## src/rtl/sdram_frame_arbiter_if.sv

```systemverilog
// rtl/sdram_frame_arbiter_if.sv - requester, controller and frame-sync signals around the SDRAM frame arbiter
interface sdram_frame_arbiter_if;
  logic         vid_req;
  logic [19:0]  vid_offset;
  logic         vid_ack;
  logic [127:0] vid_rdata;

  logic         drw_req;
  logic         drw_we;
  logic [19:0]  drw_offset;
  logic [127:0] drw_wdata;
  logic         drw_ack;
  logic [127:0] drw_rdata;
  logic         drw_frame_done;
  logic         drw_frame_start;

  logic         new_frame;
  logic         frame_flip;
  logic [7:0]   dropped_frames;

  logic [21:0]  sdram_addr;
  logic         sdram_rd;
  logic         sdram_wr;
  logic [127:0] sdram_wdata;
  logic [127:0] sdram_rdata;
  logic         sdram_ac;
  logic         sdram_wait;

  modport master (
    output vid_req, vid_offset, drw_req, drw_we, drw_offset, drw_wdata,
           drw_frame_done, new_frame, sdram_rdata, sdram_ac, sdram_wait,
    input  vid_ack, vid_rdata, drw_ack, drw_rdata, drw_frame_start,
           frame_flip, dropped_frames, sdram_addr, sdram_rd, sdram_wr, sdram_wdata
  );

  modport slave (
    input  vid_req, vid_offset, drw_req, drw_we, drw_offset, drw_wdata,
           drw_frame_done, new_frame, sdram_rdata, sdram_ac, sdram_wait,
    output vid_ack, vid_rdata, drw_ack, drw_rdata, drw_frame_start,
           frame_flip, dropped_frames, sdram_addr, sdram_rd, sdram_wr, sdram_wdata
  );
endinterface

```

## src/rtl/sdram_frame_arbiter.sv

```systemverilog
// rtl/sdram_frame_arbiter.sv - shares one SDRAM port between video fetch and draw engine, owns the buffer flip
module sdram_frame_arbiter #(
  parameter logic [21:0] ADDR1       = 22'h100000,
  parameter logic [21:0] ADDR2       = 22'h200000,
  parameter int unsigned VID_MAX_RUN = 8
) (
  input  logic                 i_clk,
  input  logic                 i_rst,
  sdram_frame_arbiter_if.slave io_bus
);
  localparam int RUN_W = $clog2(VID_MAX_RUN + 1);

  typedef enum logic [1:0] {ST_IDLE, ST_VID, ST_DRW} state_t;

  state_t       r_state;
  state_t       w_next_state;
  logic         r_frame_flip;
  logic         r_back_ready;
  logic         r_frame_start;
  logic         r_we;
  logic [RUN_W-1:0] r_run_cnt;
  logic [7:0]   r_dropped;
  logic [21:0]  r_addr;
  logic [127:0] r_wdata;

  logic         w_drw_elig;
  logic         w_run_limit;
  logic         w_grant_vid;
  logic         w_grant_drw;
  logic         w_flip;
  logic [21:0]  w_front_base;
  logic [21:0]  w_back_base;
  logic         w_sdram_rd;
  logic         w_sdram_wr;
  logic         w_vid_ack;
  logic         w_drw_ack;

  // A finished back buffer blocks drawing until the flip hands a fresh one over.
  assign w_drw_elig   = io_bus.drw_req & ~r_back_ready;
  assign w_run_limit  = (r_run_cnt == RUN_W'(VID_MAX_RUN));
  assign w_front_base = r_frame_flip ? ADDR1 : ADDR2;
  assign w_back_base  = r_frame_flip ? ADDR2 : ADDR1;
  assign w_grant_vid  = (r_state == ST_IDLE) && (w_next_state == ST_VID);
  assign w_grant_drw  = (r_state == ST_IDLE) && (w_next_state == ST_DRW);
  assign w_flip       = io_bus.new_frame & (r_back_ready | io_bus.drw_frame_done);

  always_ff @(posedge i_clk or posedge i_rst) begin
    if (i_rst) begin
      r_state <= ST_IDLE;
    end else begin
      r_state <= w_next_state;
    end
  end

  always_comb begin
    w_next_state = r_state;
    case (r_state)
      ST_IDLE: begin
        if (!io_bus.sdram_wait) begin
          if (io_bus.vid_req && !(w_run_limit && w_drw_elig)) begin
            w_next_state = ST_VID;
          end else if (w_drw_elig) begin
            w_next_state = ST_DRW;
          end
        end
      end
      ST_VID:  if (io_bus.sdram_ac) w_next_state = ST_IDLE;
      ST_DRW:  if (io_bus.sdram_ac) w_next_state = ST_IDLE;
      default: w_next_state = ST_IDLE;
    endcase
  end

  // Strobes decode straight from the state register so reset drops them without a clock.
  always_comb begin
    w_sdram_rd = 1'b0;
    w_sdram_wr = 1'b0;
    w_vid_ack  = 1'b0;
    w_drw_ack  = 1'b0;
    case (r_state)
      ST_VID: begin
        w_sdram_rd = 1'b1;
        w_vid_ack  = io_bus.sdram_ac;
      end
      ST_DRW: begin
        w_sdram_rd = ~r_we;
        w_sdram_wr = r_we;
        w_drw_ack  = io_bus.sdram_ac;
      end
      default: ;
    endcase
  end

  always_ff @(posedge i_clk or posedge i_rst) begin
    if (i_rst) begin
      r_addr  <= '0;
      r_wdata <= '0;
      r_we    <= 1'b0;
    end else if (w_grant_vid) begin
      r_addr <= w_front_base + {2'b00, io_bus.vid_offset};
      r_we   <= 1'b0;
    end else if (w_grant_drw) begin
      r_addr  <= w_back_base + {2'b00, io_bus.drw_offset};
      r_wdata <= io_bus.drw_wdata;
      r_we    <= io_bus.drw_we;
    end
  end

  // Counts video grants that jumped ahead of a waiting draw request.
  always_ff @(posedge i_clk or posedge i_rst) begin
    if (i_rst) begin
      r_run_cnt <= '0;
    end else if (!io_bus.drw_req || w_grant_drw) begin
      r_run_cnt <= '0;
    end else if (w_grant_vid && w_drw_elig) begin
      r_run_cnt <= r_run_cnt + RUN_W'(1);
    end
  end

  always_ff @(posedge i_clk or posedge i_rst) begin
    if (i_rst) begin
      r_frame_flip  <= 1'b0;
      r_back_ready  <= 1'b0;
      r_frame_start <= 1'b0;
      r_dropped     <= 8'd0;
    end else begin
      r_frame_start <= w_flip;
      if (w_flip) begin
        r_frame_flip <= ~r_frame_flip;
        r_back_ready <= 1'b0;
      end else if (io_bus.drw_frame_done) begin
        r_back_ready <= 1'b1;
      end
      if (io_bus.new_frame && !w_flip && (r_dropped != 8'hFF)) begin
        r_dropped <= r_dropped + 8'd1;
      end
    end
  end

  assign io_bus.sdram_rd        = w_sdram_rd;
  assign io_bus.sdram_wr        = w_sdram_wr;
  assign io_bus.sdram_addr      = r_addr;
  assign io_bus.sdram_wdata     = r_wdata;
  assign io_bus.vid_ack         = w_vid_ack;
  assign io_bus.drw_ack         = w_drw_ack;
  assign io_bus.vid_rdata       = io_bus.sdram_rdata;
  assign io_bus.drw_rdata       = io_bus.sdram_rdata;
  assign io_bus.frame_flip      = r_frame_flip;
  assign io_bus.drw_frame_start = r_frame_start;
  assign io_bus.dropped_frames  = r_dropped;
endmodule

```

## src/flat_wrapper.sv

```systemverilog
// flat-port wrapper written by rule: the top's interface ports become plain ports
module sdram_frame_arbiter_flat 
#(
  parameter logic [21:0] ADDR1       = 22'h100000,
  parameter logic [21:0] ADDR2       = 22'h200000,
  parameter int unsigned VID_MAX_RUN = 8
)
  (i_clk, i_rst, io_bus_vid_req, io_bus_vid_offset, io_bus_drw_req, io_bus_drw_we, io_bus_drw_offset, io_bus_drw_wdata, io_bus_drw_frame_done, io_bus_new_frame, io_bus_sdram_rdata, io_bus_sdram_ac, io_bus_sdram_wait, io_bus_vid_ack, io_bus_vid_rdata, io_bus_drw_ack, io_bus_drw_rdata, io_bus_drw_frame_start, io_bus_frame_flip, io_bus_dropped_frames, io_bus_sdram_addr, io_bus_sdram_rd, io_bus_sdram_wr, io_bus_sdram_wdata);
  sdram_frame_arbiter_if io_bus_i ();
  input  logic i_clk;
  input  logic i_rst;
  input wire logic [$bits(io_bus_i.vid_req)-1:0] io_bus_vid_req;
  input wire logic [$bits(io_bus_i.vid_offset)-1:0] io_bus_vid_offset;
  input wire logic [$bits(io_bus_i.drw_req)-1:0] io_bus_drw_req;
  input wire logic [$bits(io_bus_i.drw_we)-1:0] io_bus_drw_we;
  input wire logic [$bits(io_bus_i.drw_offset)-1:0] io_bus_drw_offset;
  input wire logic [$bits(io_bus_i.drw_wdata)-1:0] io_bus_drw_wdata;
  input wire logic [$bits(io_bus_i.drw_frame_done)-1:0] io_bus_drw_frame_done;
  input wire logic [$bits(io_bus_i.new_frame)-1:0] io_bus_new_frame;
  input wire logic [$bits(io_bus_i.sdram_rdata)-1:0] io_bus_sdram_rdata;
  input wire logic [$bits(io_bus_i.sdram_ac)-1:0] io_bus_sdram_ac;
  input wire logic [$bits(io_bus_i.sdram_wait)-1:0] io_bus_sdram_wait;
  output wire logic [$bits(io_bus_i.vid_ack)-1:0] io_bus_vid_ack;
  output wire logic [$bits(io_bus_i.vid_rdata)-1:0] io_bus_vid_rdata;
  output wire logic [$bits(io_bus_i.drw_ack)-1:0] io_bus_drw_ack;
  output wire logic [$bits(io_bus_i.drw_rdata)-1:0] io_bus_drw_rdata;
  output wire logic [$bits(io_bus_i.drw_frame_start)-1:0] io_bus_drw_frame_start;
  output wire logic [$bits(io_bus_i.frame_flip)-1:0] io_bus_frame_flip;
  output wire logic [$bits(io_bus_i.dropped_frames)-1:0] io_bus_dropped_frames;
  output wire logic [$bits(io_bus_i.sdram_addr)-1:0] io_bus_sdram_addr;
  output wire logic [$bits(io_bus_i.sdram_rd)-1:0] io_bus_sdram_rd;
  output wire logic [$bits(io_bus_i.sdram_wr)-1:0] io_bus_sdram_wr;
  output wire logic [$bits(io_bus_i.sdram_wdata)-1:0] io_bus_sdram_wdata;
  assign io_bus_i.vid_req = io_bus_vid_req;
  assign io_bus_i.vid_offset = io_bus_vid_offset;
  assign io_bus_i.drw_req = io_bus_drw_req;
  assign io_bus_i.drw_we = io_bus_drw_we;
  assign io_bus_i.drw_offset = io_bus_drw_offset;
  assign io_bus_i.drw_wdata = io_bus_drw_wdata;
  assign io_bus_i.drw_frame_done = io_bus_drw_frame_done;
  assign io_bus_i.new_frame = io_bus_new_frame;
  assign io_bus_i.sdram_rdata = io_bus_sdram_rdata;
  assign io_bus_i.sdram_ac = io_bus_sdram_ac;
  assign io_bus_i.sdram_wait = io_bus_sdram_wait;
  assign io_bus_vid_ack = io_bus_i.vid_ack;
  assign io_bus_vid_rdata = io_bus_i.vid_rdata;
  assign io_bus_drw_ack = io_bus_i.drw_ack;
  assign io_bus_drw_rdata = io_bus_i.drw_rdata;
  assign io_bus_drw_frame_start = io_bus_i.drw_frame_start;
  assign io_bus_frame_flip = io_bus_i.frame_flip;
  assign io_bus_dropped_frames = io_bus_i.dropped_frames;
  assign io_bus_sdram_addr = io_bus_i.sdram_addr;
  assign io_bus_sdram_rd = io_bus_i.sdram_rd;
  assign io_bus_sdram_wr = io_bus_i.sdram_wr;
  assign io_bus_sdram_wdata = io_bus_i.sdram_wdata;
  sdram_frame_arbiter #(.ADDR1(ADDR1), .ADDR2(ADDR2), .VID_MAX_RUN(VID_MAX_RUN)) u_core (.i_clk(i_clk), .i_rst(i_rst), .io_bus(io_bus_i));
endmodule
```

## config.mk

```make
export PLATFORM = sky130hd
export DESIGN_NAME = sdram_frame_arbiter_flat
export DESIGN_NICKNAME = d
export VERILOG_FILES = /design/src/rtl/sdram_frame_arbiter_if.sv /design/src/rtl/sdram_frame_arbiter.sv /design/src/flat_wrapper.sv
export SDC_FILE = /design/constraint.sdc
export NUM_CORES = 1
export LEC_CHECK = 0
export BUFFER_PORTS_ARGS = -buffer_cell sky130_fd_sc_hd__buf_2
export CAP_MARGIN = 10
export CORE_AREA = 2 2 278 280
export DETAILED_ROUTE_END_ITERATION = 7
export DIE_AREA = 0 0 280 282
export SLEW_MARGIN = 5
export SYNTH_ARGS = -nofsm -noshare
export SYNTH_HDL_FRONTEND = slang
export SYNTH_SLANG_ARGS = --single-unit
```

## constraint.sdc

```tcl
create_clock -name i_clk -period 10.3 [get_ports i_clk]
set_clock_uncertainty 0.2 [all_clocks]
set_input_delay 0 -clock i_clk [delete_from_list [all_inputs] [get_ports i_clk]]
set_output_delay 0 -clock i_clk [all_outputs]
set_load 0.005 [all_outputs]
```

==> flow_summary.toml, run 1 <==
[logic_synthesis]
yosysWarnings = 0
postSynthAreaPerCell_sq_um = 8.912
synth_edf_count = 0
yosysSeqAreaShare_pct = 48.14
netlist_instances = 980
synth.distinct_cells = 45
synth_area_sq_um = 8733
ys_seq_elements = 168
synthArstFlopShare_pct = 100.0
synth_nets = 1292
ys.flop_type = "dfrtp_1"

[route]
remaining_drc_errors = 0
drtIter0Drc = 312
routed_wl_microns = 34820
via_per_inst = 3.368
ant_nets = 0
post_drt_wl_per_cell_microns = 14.44
num_vias = 8120
first_pass_iters = 5

[power_and_ir_drop]
ir_worst_vdd_mv = 0.08473
pwr-share-seq_pct = 36.8
p_leak_nw = 6.827
clkPwrFrac_pct = 22.5
intPower_w = 0.001968
switching_share_pct = 37.19
power_frac_comb_pct = 40.7
powerDensity_nw_per_um2 = 225.6
p_sw_w = 0.001165

[final_layout]
layout_common_cells = "nand2_1, dlygate4sd3_1, buf_2"
mostFrequentLayoutCell = "nand2_1"
area_growth_pct = 58.98
drive_above_1_share_pct = 26.83
nets = 1730
fin_cells = 2411

[worst_setup_path]
cp_slowest_stage_delay_ns = 0.94
worstSetupEndpointType = "flip-flop"
arrival_ns = 4.29
cp.required_ns = 10.51
crit_buf_inv = 3
crit_path_cell_trace = "inv_1 > ha_1 > nor2b_1 > o21ai_1 > and3_4 > buf_4 > and2_1 > a221o_1 > dlygate4sd3_1"
critPathMaxFanout = 111
worstSetupPathType = "flip-flop to flip-flop"
crit_path_top_delay_cell = "buf_4"
r2r_setup_slack_ns = 6.22
reg2reg_to = "u_core.io_bus.sdram_addr[7]"
r2r-start = "u_core.r_state[0]"
r2r_cells = 9
start_kind = "flip-flop"
cp_top_family = "buffers and inverters"

[floorplanning]
core_area_sq_um = 75700
die_w_microns = 280
start_util_pct = 11.54
io_pins = 725
rows = 101
die_y_microns = 282
dieArea_sq_um = 78960

[worst_hold_path]
min_from = "io_bus_drw_wdata[88]"
min_to = "u_core.io_bus.sdram_wdata[88]"
min_path_type = "primary input to flip-flop"
holdPathStages = 4

[grt]
grt_overflow_total = 0
grt-busiest-layer = "met2"
grt_max_degree = 112
met1_usage_pct = 8.580
antenna_found_initial = 5
grt_pass1_wl_microns = 48430
grt_util_met3_pct = 2.809
met2_usage_pct = 13.91
grt_pass1_vias = 8300
grt_util_all_layers_pct = 8.262

[sta]
hold_viol = 0
clock.fmax_mhz = 245.1
final-setup-viol-count = 0
finalCritPeriodShare_pct = 39.62
drv_slew = 0
rsz0062_at_grt = "false"
tns_ns = 0
finalCriticalPeriod_ns = 4.081
relSlewSlack_pct = 18.93
worst_pin_slew_ns = 1.216

[placed_design]
dp.cells = 2010
dp_hpwl_microns = 21130
portBuffers = 340
gp_congestion = 0.7167

[clocking]
cts_tree = "done"
numCtsBuffers = 17
htreeDepth = 4
clock_sinks = 168
clk_pin_slew_ns = 0.07
clock_path_buffers = 2
post-cts-setup-buffers = 0
root_buffer = "clkbuf_16"
clock_latency_ns = 0.47

[run_status]
outcome = "complete, no violations"

[flow_run]
maxCapViolCount = 0
## sequential cells by signal, summed over array words and instances (netlist names)
register and flops:
u_core.io_bus.dropped_frames 8, u_core.r_we 1, u_core.io_bus.frame_flip 1, u_core.io_bus.sdram_wdata 128, u_core.r_run_cnt 4, u_core.r_back_ready 1, u_core.io_bus.sdram_addr 22, u_core.io_bus.drw_frame_start 1
u_core.r_state 2
## logic make-up (layout without fill, tap and decap cells)
kind of cell	after synthesis	after routing	share of synthesized area [%]
muxes	1	1	0.1289
DFF	168	168	48.14
adders and majority gates	7	7	1.003
and+or+nand+nor	443	443	20.36
xor gates and xnor gates	8	8	0.8023
AOI/OAI and AO/OA	52	52	4.943
other	0	2	0
buffers and inverters	301	752	24.63
## worst max-delay path by stage
stage	start	endpoint	slack, ns	depth (start not counted)
floorplan	i_rst	u_core.io_bus.dropped_frames[0]	5.55	1
global placement	u_core.r_state[0]	u_core.io_bus.sdram_wdata[31]	6.63	8
detailed placement	u_core.r_state[0]	u_core.io_bus.sdram_wdata[31]	6.58	8
CTS	u_core.r_state[1]	u_core.io_bus.sdram_addr[5]	6.16	9
global route	u_core.r_state[1]	u_core.io_bus.sdram_addr[5]	5.90	9
finish	u_core.r_state[0]	u_core.io_bus.sdram_addr[7]	6.22	9
## area by class of cell
type	count	area, sq um
well taps	978	1224
clock inverters	13	166.4
fillers	8215	61810
flip-flops and latches	168	4204
inverters	9	41.29
clock buffers	19	442.9
multi-input cells	511	2396
diodes	2	5.005
repair buffers	711	5405
## timing repair
action                                  CTS  global route
hold buffers                            367             0
endpoints found under the hold margin   508             0
gates resized for setup                   0             0
endpoints found under the setup margin    0             0
## power by group through the flow
stage | clock (W) | sequential (W) | combinational, W
6_report | 0.000706 | 0.00115 | 0.00127
4_1_cts | 0.000753 | 0.00114 | 0.00126
3_5_place_dp | 0 | 0.00115 | 0.00105
2_1_floorplan | 0 | 0.00116 | 0.000614
3_3_place_gp | 0 | 0.00115 | 0.00102
5_1_grt | 0.000771 | 0.00118 | 0.00142
## worst min-delay path, stage by stage
cell	delay [ns]
dlygate4sd3_1	0.52
buf_2	0.10
nand2_1	0.04
nand2_1	0.04
## cell usage after synthesis, types with 2 or more instances
library cell	n	share of area, %
a21o_1	4	0.34
a21oi_1	9	0.52
a221o_1	20	2.3
and2_1	23	1.6
and3_1	2	0.14
buf_2	15	0.86
buf_4	257	22
buf_6	5	0.64
clkbuf_1	15	0.64
dfrtp_1	168	48
ha_1	7	1.0
inv_1	9	0.39
nand2_1	392	17
nand3_1	7	0.40
nor2_1	6	0.26
nor2b_1	4	0.29
o21a_1	2	0.17
o21ai_0	2	0.11
xnor2_1	5	0.50
xor2_1	3	0.30
## layer usage
metal	up-vias	part of all wire, %
li1	3686	-
met1	3836	38
met4	2	5.2
met3	71	8.8
met5	-	0.037
met2	525	48
## metrics by stage
step	total power (W)	hold WS [ns]	util [%]	setup WS (ns)	cell area [sq um]
CTS	0.003154	0.0001499	18.34	6.155	13880
finish	0.003132	0.05546	18.34	6.219	13880
detailed placement	0.002195	-0.1999	12.68	6.583	9597
global route	0.003376	0.02418	18.34	5.895	13880
floorplan	0.001777	-0.1336	-	5.553	8733
global placement	0.002172	-0.1999	12.68	6.627	9597
Power figures use the tool's default switching activity.
==> run 2, diff against run 1 <==
- CORE_AREA: 2 2 278 280 -> 2 2 285 287
- DIE_AREA: 0 0 280 282 -> 0 0 287 289
- clock period: 10.3 -> 3.71 ns (I/O delays scaled with it)
==> flow_summary.toml, run 2 (synthesized netlist as in run 1, its figures left out) <==
[worst_setup_path]
cp.required_ns = 3.93
worstSetupEndpointType = "flip-flop"
crit_path_cell_trace = "inv_1 > ha_1 > nor2b_1 > a211o_1 > nor2_2 > a221o_1 > dlygate4sd3_1"
critPathMaxFanout = 20
r2r_cells = 7
worstSetupPathType = "flip-flop to flip-flop"
cp_slowest_stage_delay_ns = 0.83
crit_path_top_delay_cell = "nor2_2"
crit_buf_inv = 2
arrival_ns = 3.61
start_kind = "flip-flop"
cp_top_family = "simple AND/OR/NAND/NOR gates"
worstSetupPathDepth = 7

[final_layout]
nets = 1770
largest_register_ffs = 128
mostFrequentLayoutCell = "dlygate4sd3_1"
drive_above_1_share_pct = 26.38
area_growth_pct = 65.23
layout_common_cells = "dlygate4sd3_1, nand2_1, buf_2"

[grt]
grt_overflow_total = 0
antenna_found_initial = 7
grt_max_degree = 80
grt_pass1_wl_microns = 50680
grt_util_all_layers_pct = 8.331
grt_pass1_vias = 8574

[floorplanning]
dieArea_sq_um = 82940
start_util_pct = 10.93
rows = 104
io_pins = 725
die_y_microns = 289
core_area_sq_um = 79900
die_w_microns = 287

[sta]
hold_viol = 0
rsz0062_at_grt = "false"
setup_slack_ns = 0.3222
final-setup-viol-count = 0
tns_ns = 0
finalCritPeriodShare_pct = 91.31
clock.fmax_mhz = 295.2
whs_ns = 0.07467
worst_pin_slew_ns = 1.051
drv_slew = 0
relSlewSlack_pct = 29.88
finalCriticalPeriod_ns = 3.388

[worst_hold_path]
min_path_type = "primary input to flip-flop"
holdPathStages = 4

[route]
drtIter0Drc = 340
num_vias = 8284
first_pass_iters = 4
routed_wl_microns = 35980
post_drt_wl_per_cell_microns = 14.20
remaining_drc_errors = 0
ant_nets = 0
via_per_inst = 3.270

[clocking]
root_buffer = "clkbuf_16"
clk_pin_slew_ns = 0.08
clock_sinks = 168
cts_tree = "done"
clock_path_buffers = 2
clock_latency_ns = 0.50
htreeDepth = 4
numCtsBuffers = 17
cts_resized = 0

[placed_design]
dp_hpwl_microns = 21880
portBuffers = 340
place_ws_ns = 0.9077
gp_congestion = 0.7453

[run_status]
outcome = "complete, no violations"

[power_and_ir_drop]
powerDensity_nw_per_um2 = 609.1
ir_worst_vdd_mv = 0.3536
p_leak_nw = 7.016

[flow_run]
maxCapViolCount = 0
==> run 2: cell types whose count changed in the layout (fill, tap and decap cells not counted) <==
| cell | previous run | this run |
|---|---|---|
| dlygate4sd3_1 | 367 | 404 |
| buf_12 | 0 | 4 |
| buf_4 | 4 | 3 |
| bufinv_16 | 3 | 2 |
| clkbuf_1 | 1 | 0 |
| clkbuf_8 | 1 | 2 |
| clkinv_4 | 1 | 2 |
| clkinv_8 | 0 | 1 |
| clkinvlp_4 | 3 | 2 |
| inv_6 | 4 | 3 |
| inv_8 | 1 | 2 |
==> run 2: where the power goes <==
| part | total, W | internal (W) | switching, W |
|---|---|---|---|
| logic | 0.00366 | 0.00175 | 0.00192 |
| clock network | 0.00194 | 0.00105 | 0.000893 |
| registers | 0.00319 | 0.00269 | 0.000504 |
==> run 2: layout make-up <==
type | count | area, sq um
timing repair buffer | 751 | 5848
multi-input combinational | 511 | 2396
antenna | 2 | 5.005
clock buffer | 19 | 452.9
fill | 8696 | 65470
tap | 1060 | 1326
sequential | 168 | 4204
inverter | 9 | 37.54
clock inverter | 13 | 160.2
==> run 2: worst min-delay path: stages <==
cell and delay (ns):
dlygate4sd3_1 0.52, buf_2 0.09, nand2_1 0.05, nand2_1 0.06
==> run 2: final timing paths <==
path / from / end / slack (ns)
min reg2reg: u_core.io_bus.sdram_wdata[102] / u_core.io_bus.sdram_wdata[102] / 0.27
max: u_core.r_state[0] / u_core.io_bus.sdram_addr[14] / 0.32
min: io_bus_drw_wdata[118] / u_core.io_bus.sdram_wdata[118] / 0.07
max reg2reg: u_core.r_state[0] / u_core.io_bus.sdram_addr[14] / 0.32
max in group asynchronous: i_rst / u_core.io_bus.sdram_addr[18] / 2.20
min in group asynchronous: i_rst / u_core.io_bus.sdram_wdata[87] / 0.37
==> run 2: metrics by stage <==
stage	cells	total power [W]	area, sq um	utilization (%)
floorplan	980	0.004935	8737	-
global placement	2095	0.006096	9768	12.23
detailed placement	2095	0.006159	9768	12.23
CTS	2531	0.008827	14430	18.05
global route	2533	0.009502	14430	18.06
finish	2533	0.008790	14430	18.06
==> run 2: routing by layer <==
metal,vias to the layer above,wire length [microns],track usage (%)
li1,3758,-,-
met1,3886,12490,7.933
met2,552,18160,14.61
met3,80,3822,3.969
met4,8,1469,4.961
met5,-,46,0
==> run 2: what timing repair did <==
item | in CTS | in global routing
endpoints found under the hold margin | 590 | 0
buffers inserted | 0 | 0
endpoints found under the setup margin | 0 | 0
hold buffers | 404 | 0
==> run 3, diff against run 2 <==
- PLACE_DENSITY_LB_ADDON: not set -> 0.25
==> flow_summary.toml, run 3 (synthesized netlist as in run 1, its figures left out) <==
[grt]
grt_util_all_layers_pct = 7.174
grt_pass1_wl_microns = 44510
antenna_found_initial = 4
grt_max_degree = 84
grt_pass1_vias = 8076
grt_overflow_total = 0

[clocking]
clock_path_buffers = 2
clk_pin_slew_ns = 0.07
cts_tree = "done"
numCtsBuffers = 17
htreeDepth = 4
root_buffer = "clkbuf_16"
clock_latency_ns = 0.48
post-cts-setup-buffers = 0
clock_sinks = 168

[floorplanning]
start_util_pct = 10.93
io_pins = 725
die_y_microns = 289
core_area_sq_um = 79900
die_w_microns = 287
rows = 104
dieArea_sq_um = 82940

[worst_setup_path]
start_kind = "flip-flop"
arrival_ns = 3.74
critPathMaxFanout = 20
worstSetupEndpointType = "flip-flop"
cp.required_ns = 3.92
worstSetupPathType = "flip-flop to flip-flop"

[placed_design]
dp_hpwl_microns = 20730
gp_congestion = 0.7076
place_ws_ns = 0.6883
portBuffers = 340

[power_and_ir_drop]
p_total_w = 0.008671
powerDensity_nw_per_um2 = 615.8
clkPwrFrac_pct = 22.5
p_sw_w = 0.003165
power_frac_comb_pct = 40.9
ir_worst_vdd_mv = 0.3070
switching_share_pct = 36.50
p_leak_nw = 6.866
pwr-share-seq_pct = 36.6
intPower_w = 0.005506

[route]
first_pass_iters = 4
remaining_drc_errors = 0
ant_nets = 0
routed_wl_microns = 31030
num_vias = 7883
drtIter0Drc = 210
via_per_inst = 3.156
post_drt_wl_per_cell_microns = 12.42

[final_layout]
area_growth_pct = 61.23
largest_register_ffs = 128
mostFrequentLayoutCell = "nand2_1"
nets = 1736
n_fill_cell = 8936
layout_common_cells = "nand2_1, dlygate4sd3_1, buf_2"
drive_above_1_share_pct = 26.88

[sta]
clock.fmax_mhz = 283.4
finalCriticalPeriod_ns = 3.529
relSlewSlack_pct = 23.34
hold_viol = 0
setup_slack_ns = 0.1811
finalCritPeriodShare_pct = 95.12
drv_slew = 0
tns_ns = 0
worst_pin_slew_ns = 1.149
final-setup-viol-count = 0
rsz0062_at_grt = "false"

[run_status]
outcome = "complete, no violations"

[worst_hold_path]
min_path_type = "primary input to flip-flop"

[flow_run]
maxCapViolCount = 0
==> run 3: changes by cell type in the layout (fill, tap and decap cells not counted), sizes merged <==
cell,before,now
dlygate4sd3,404,370
inv,13,9
bufinv,2,3
clkbuf,19,20
clkinv,5,6
==> run 3: stage by stage <==
step | area [sq um] | instances | utilization, % | hold slack [ns]
after floorplan | 8737 | 980 | - | -0.1336
after global placement | 9768 | 2095 | 12.23 | -0.2515
after detailed placement | 9768 | 2095 | 12.23 | -0.2522
after CTS | 14080 | 2496 | 17.62 | 0.0004157
after global routing | 14080 | 2498 | 17.62 | 0.03138
final | 14080 | 2498 | 17.62 | 0.05664
==> run 3: cell type report <==
cell class / instances / area (sq um) / area share, %
antenna: 2 / 5.005 / 0.03554
clock buffer: 20 / 456.7 / 3.243
clock inverter: 11 / 147.6 / 1.049
inverter: 9 / 37.54 / 0.2666
multi-input combinational: 511 / 2396 / 17.02
sequential: 168 / 4204 / 29.86
tap: 1060 / 1326 / 9.419
timing repair buffer: 717 / 5508 / 39.11
==> run 3: final timing paths <==
kind | from | slack [ns] | endpoint | depth (start not counted)
setup / recovery | u_core.r_state[0] | 0.18 | u_core.io_bus.sdram_addr[9] | 7
hold / removal | io_bus_drw_wdata[36] | 0.06 | u_core.io_bus.sdram_wdata[36] | 4
setup reg to reg | u_core.r_state[0] | 0.18 | u_core.io_bus.sdram_addr[9] | 7
hold reg to reg | u_core.io_bus.sdram_wdata[59] | 0.27 | u_core.io_bus.sdram_wdata[59] | 2
max in group asynchronous | i_rst | 2.15 | u_core.io_bus.sdram_wdata[24] | 5
min in group asynchronous | i_rst | 0.38 | u_core.io_bus.sdram_wdata[78] | 4
==> run 3: critical path, cell delays in order, from the launching register on <==
cell and delay [ns]:
dfrtp_1 0.43, inv_1 0.11, ha_1 0.32, nor2b_1 0.19, a211o_1 0.40, nor2_2 0.91, a221o_1 0.31, dlygate4sd3_1 0.57
==> run 3: layer usage <==
metal / vias to the layer above / part of all wire, % / global-route usage [%]
met2: 421 / 52 / 12.93
met1: 3724 / 37 / 7.238
li1: 3696 / - / -
met4: 4 / 2.7 / 3.620
met5: - / 0.077 / 0
met3: 38 / 8.3 / 2.693
==> run 3: power groups by stage <==
| stage | clock [W] | sequential, W | combinational [W] |
|---|---|---|---|
| after floorplan | 0 | 0.00323 | 0.00170 |
| after global placement | 0 | 0.00319 | 0.00297 |
| after detailed placement | 0 | 0.00319 | 0.00302 |
| after CTS | 0.00209 | 0.00318 | 0.00360 |
| after global routing | 0.00215 | 0.00329 | 0.00401 |
| final | 0.00195 | 0.00318 | 0.00354 |
==> run 3: repair_timing <==
item,in CTS,in global routing
gates resized for setup,0,0
endpoints found under the hold margin,590,0
hold buffers,370,0
